$ cat config.mk
export PLATFORM = sky130hd
export DESIGN_NAME = loadable_down_timer
export DESIGN_NICKNAME = d
export VERILOG_FILES = /design/src/rtl/loadable_down_timer.sv
export SDC_FILE = /design/constraint.sdc
export NUM_CORES = 1
export LEC_CHECK = 0
export CORE_UTILIZATION = 43
export DETAILED_ROUTE_END_ITERATION = 10
export PLACE_DENSITY_LB_ADDON = 0.1
export SETUP_SLACK_MARGIN = 0.15
export SYNTH_ARGS = -nofsm -noshare
export SYNTH_HDL_FRONTEND = slang
export SYNTH_SLANG_ARGS = --single-unit
$ cat constraint.sdc
create_clock -name clk -period 2 [get_ports clk]
set_input_delay 0.2 -clock clk [delete_from_list [all_inputs] [get_ports clk]]
set_output_delay 0.2 -clock clk [all_outputs]
set_load 0.05 [all_outputs]
$ cat src/rtl/loadable_down_timer.sv
// Loadable down-counting timer: counts a reload value down to zero and pulses tc,
// either once (one-shot) or repeatedly with automatic reload (periodic).
module loadable_down_timer #(
  parameter int WIDTH = 4
) (
  input  logic             clk,
  input  logic             rst,
  input  logic             load,
  input  logic [WIDTH-1:0] din,
  input  logic             start,
  input  logic             stop,
  input  logic             mode,
  output logic [WIDTH-1:0] count,
  output logic             tc,
  output logic             busy,
  output logic             done
);

  typedef enum logic [1:0] {
    ST_IDLE    = 2'd0,
    ST_RUN     = 2'd1,
    ST_EXPIRED = 2'd2
  } state_t;

  localparam logic [WIDTH-1:0] ZERO = '0;
  localparam logic [WIDTH-1:0] ONE  = WIDTH'(1);

  state_t           state_reg, state_next;
  logic [WIDTH-1:0] count_reg, count_next;
  logic [WIDTH-1:0] reload_reg, reload_next;
  logic             tc_reg, tc_next;
  logic             busy_reg, done_reg;

  always_ff @(posedge clk or negedge rst) begin
    if (!rst) begin
      state_reg  <= ST_IDLE;
      count_reg  <= ZERO;
      reload_reg <= ZERO;
      tc_reg     <= 1'b0;
      busy_reg   <= 1'b0;
      done_reg   <= 1'b0;
    end else begin
      state_reg  <= state_next;
      count_reg  <= count_next;
      reload_reg <= reload_next;
      tc_reg     <= tc_next;
      busy_reg   <= (state_next == ST_RUN);
      done_reg   <= (state_next == ST_EXPIRED);
    end
  end

  // Edge priority: load, then stop, then start, then the countdown itself.
  always_comb begin
    state_next  = state_reg;
    count_next  = count_reg;
    reload_next = reload_reg;
    tc_next     = 1'b0;

    if (load) begin
      reload_next = din;
      count_next  = din;
      if ((din == ZERO) || stop) begin
        state_next = ST_IDLE;
      end else begin
        case (state_reg)
          ST_EXPIRED: state_next = ST_IDLE;
          ST_IDLE:    state_next = start ? ST_RUN : ST_IDLE;
          default:    state_next = state_reg;
        endcase
      end
    end else if (stop) begin
      state_next = ST_IDLE;
    end else if (start) begin
      // A zero reload value would expire instantly, so start is ignored then.
      if (reload_reg != ZERO) begin
        count_next = reload_reg;
        state_next = ST_RUN;
      end
    end else if (state_reg == ST_RUN) begin
      if (count_reg == ZERO) begin
        count_next = reload_reg;
      end else if (count_reg == ONE) begin
        count_next = ZERO;
        tc_next    = 1'b1;
        state_next = mode ? ST_RUN : ST_EXPIRED;
      end else begin
        count_next = count_reg - ONE;
      end
    end
  end

  assign count = count_reg;
  assign tc    = tc_reg;
  assign busy  = busy_reg;
  assign done  = done_reg;

endmodule

==> flow_summary.json <==
{
  "critPathBufInv": 1,
  "slew_headroom": 0.587,
  "drc": 2,
  "synth-seq-cells": 13,
  "coreArea_um2": 1580,
  "cts_inserted_buffers": 3,
  "finalCritPeriodShare": 0.977,
  "routed_wl_um": 1980,
  "r2r_start": "count[0]",
  "grt_setup_unrepaired": "yes",
  "dp_hpwl_um": 1200,
  "clkTransAtPathRegs_ns": 0.09,
  "drive_gt1_frac": 0.349,
  "synth_warnings": 0,
  "timing.rr.end": "done",
  "gp_congestion": 0.842,
  "outcome": "finished, violations left",
  "clockPowerShare": 0.203,
  "p_per_area_nw_per_um2": 708,
  "ir_drop_uv": 556,
  "seq_area_frac_synth": 0.427,
  "finalClockSkew_ns": 0.00559,
  "dr.pass1.iters": 7,
  "rr_worst_depth": 6,
  "wl_per_cell_um": 16.2,
  "grt_overflow_total": 0,
  "syn2layout_area_growth_pct": 49.8,
  "rows": 14,
  "vias_per_cell": 6.09,
  "vias": 743,
  "ctsRootBufferMaster": "clkbuf_4",
  "period_minus_slack_ns": 1.95,
  "yosysUniqueCellTypes": 34,
  "rrSetupSlack_ns": 0.05,
  "synth_nets": 85,
  "crit_type": "reg2reg",
  "synthCells": 73,
  "hp-class": "in2async",
  "setup_viol_count_final": 0,
  "die_h_um": 44.1,
  "intPower_mw": 0.518,
  "insertion_delay_ns": 0.28,
  "grt_antenna_before_repair": 0,
  "switching_share": 0.358,
  "nets": 119,
  "grt_max_degree": 14,
  "ant_nets": 0,
  "tritoncts": "yes",
  "die_w_um": 44.1,
  "num-fill-cells": 113,
  "crit_chain": "inv_2, ha_4, or4b_4, or3_4, o32ai_4, and2b_1",
  "power.leakage_nw": 0.484,
  "worstSetupEndpointType": "flop",
  "crit_path_start_kind": "flop",
  "layout_common_cells": "clkdlybuf4s50_1, buf_4, dfrtp_1, a21oi_1, nand2_1",
  "critPathRequiredTime_ns": 2.22,
  "pwr-share-comb": 0.408,
  "grt_pass1_wl_um": 3130,
  "p_sw_mw": 0.290,
  "htreeDepth": 1,
  "path_max_fanout": 4,
  "ctsLongestPathBuffers": 2,
  "violations": "DRC",
  "cp_top_family": "simple AND/OR/NAND/NOR gates",
  "io_buffers": 16,
  "cp_slowest_cell": "or4b_4",
  "max_stage_delay_ns": 0.49,
  "cts_sinks": 13,
  "setup_tns_ns": 0,
  "final_max_slew_viol_count": 0,
  "finalHoldViolations": 0,
  "maxCapViolCount": 0,
  "finalPower_mw": 0.808,
  "utilization": 0.724,
  "drt_iter0_drc": 23,
  "grt_pass1_vias": 679,
  "diodes": 0,
  "max_freq_mhz": 512,
  "io_pins": 17,
  "worstPathArrival_ns": 2.17,
  "cts_hold_buf": 0,
  "die-area_um2": 1940,
  "synth_area_um2": 762,
  "grtUsageTotal": 0.231,
  "cp-startpoint": "count[0]",
  "initial_core_util": 0.483,
  "pwr-share-seq": 0.389,
  "tightestPinTransition_ns": 0.618,
  "syn-mean-instance-area_um2": 10.4
}
[through the flow]
step,cells,worst slack (ns),area (um^2),hold WS (ns)
detailed placement,108,-0.0300,991,0.484
finish,122,0.0459,1140,0.299
global placement,108,0.0469,991,0.492
floorplan,73,-0.0625,777,-0.0956
CTS,118,-0.000896,1100,0.309
global route,122,-0.0177,1140,0.353
[area by class of cell]
class / instances / area (um^2) / area share
Sequential cell: 13 / 328 / 0.287
Tap cell: 16 / 20.0 / 0.0175
Clock inverter: 1 / 5.00 / 0.00439
Timing Repair Buffer: 32 / 293 / 0.257
Clock buffer: 3 / 22.5 / 0.0197
Inverter: 5 / 21.3 / 0.0186
Multi-Input combinational cell: 52 / 452 / 0.396
[routing by layer]
layer / routed length (um) / share of wire / vias to the layer above / track usage
li1: - / - / 346 / -
met1: 884 / 0.45 / 365 / 0.316
met2: 927 / 0.47 / 28 / 0.356
met3: 145 / 0.073 / 4 / 0.0735
met4: 22 / 0.011 / 0 / 0.0606
met5: 0 / 0 / - / 0
[power groups by stage]
stage | clock network, mW | registers, mW | logic, mW
6_report | 0.164 | 0.314 | 0.330
5_1_grt | 0.188 | 0.318 | 0.348
4_1_cts | 0.168 | 0.313 | 0.308
3_5_place_dp | 0 | 0.317 | 0.267
3_3_place_gp | 0 | 0.317 | 0.264
2_1_floorplan | 0 | 0.374 | 0.111
[cells in the mapped netlist]
cell type	number	area [um^2]
a21oi_1	6	30.0
a221oi_1	1	8.76
a221oi_2	1	15.0
a22oi_1	1	7.51
a311oi_4	1	26.3
a32oi_1	3	26.3
and2b_1	1	7.51
clkbuf_1	3	11.3
dfrtp_1	13	325
ha_1	2	25.0
inv_1	5	18.8
mux2_2	3	33.8
mux2i_1	1	10.0
nand2_1	4	15.0
nand2b_1	2	12.5
nand3b_1	1	7.51
nor2_1	3	11.3
nor2_2	1	6.26
nor2b_1	3	18.8
nor3_1	1	5.00
nor4b_1	1	8.76
o21ai_0	1	5.00
o21ai_1	1	5.00
o21bai_1	1	7.51
o22ai_1	2	12.5
o31a_2	1	10.0
o31ai_1	1	7.51
o32ai_2	1	16.3
o41ai_1	2	17.5
or3_1	2	12.5
or3b_1	1	8.76
or4_1	1	7.51
or4_4	1	11.3
or4b_1	1	10.0
[cells by family after synthesis]
kind of cell | count (synthesis) | synth area share
compound gates | 23 | 0.256
fa+ha+maj | 2 | 0.0328
buf+inv | 8 | 0.0394
flops | 13 | 0.427
mux | 4 | 0.0575
simple gates | 23 | 0.187
[worst max-delay path by stage]
| stage | slack (ns) | end | cells past startpoint |
|---|---|---|---|
| 2_1_floorplan | -0.06 | done | 6 |
| 6_report | 0.05 | done | 6 |
| 3_5_place_dp | -0.03 | done | 6 |
| 4_1_cts | -0.0009 | done | 6 |
| 5_1_grt | -0.02 | done | 6 |
| 3_3_place_gp | 0.05 | done | 6 |
[timing repair]
item | in CTS | in global routing
buffers inserted | 6 | 4
gates resized for setup | 7 | 3
pin swaps | 1 | 1
hold endpoints to repair | 0 | 0
endpoints found under the setup margin | 3 | 7
Note: power is estimated with default switching activity, not from simulation.
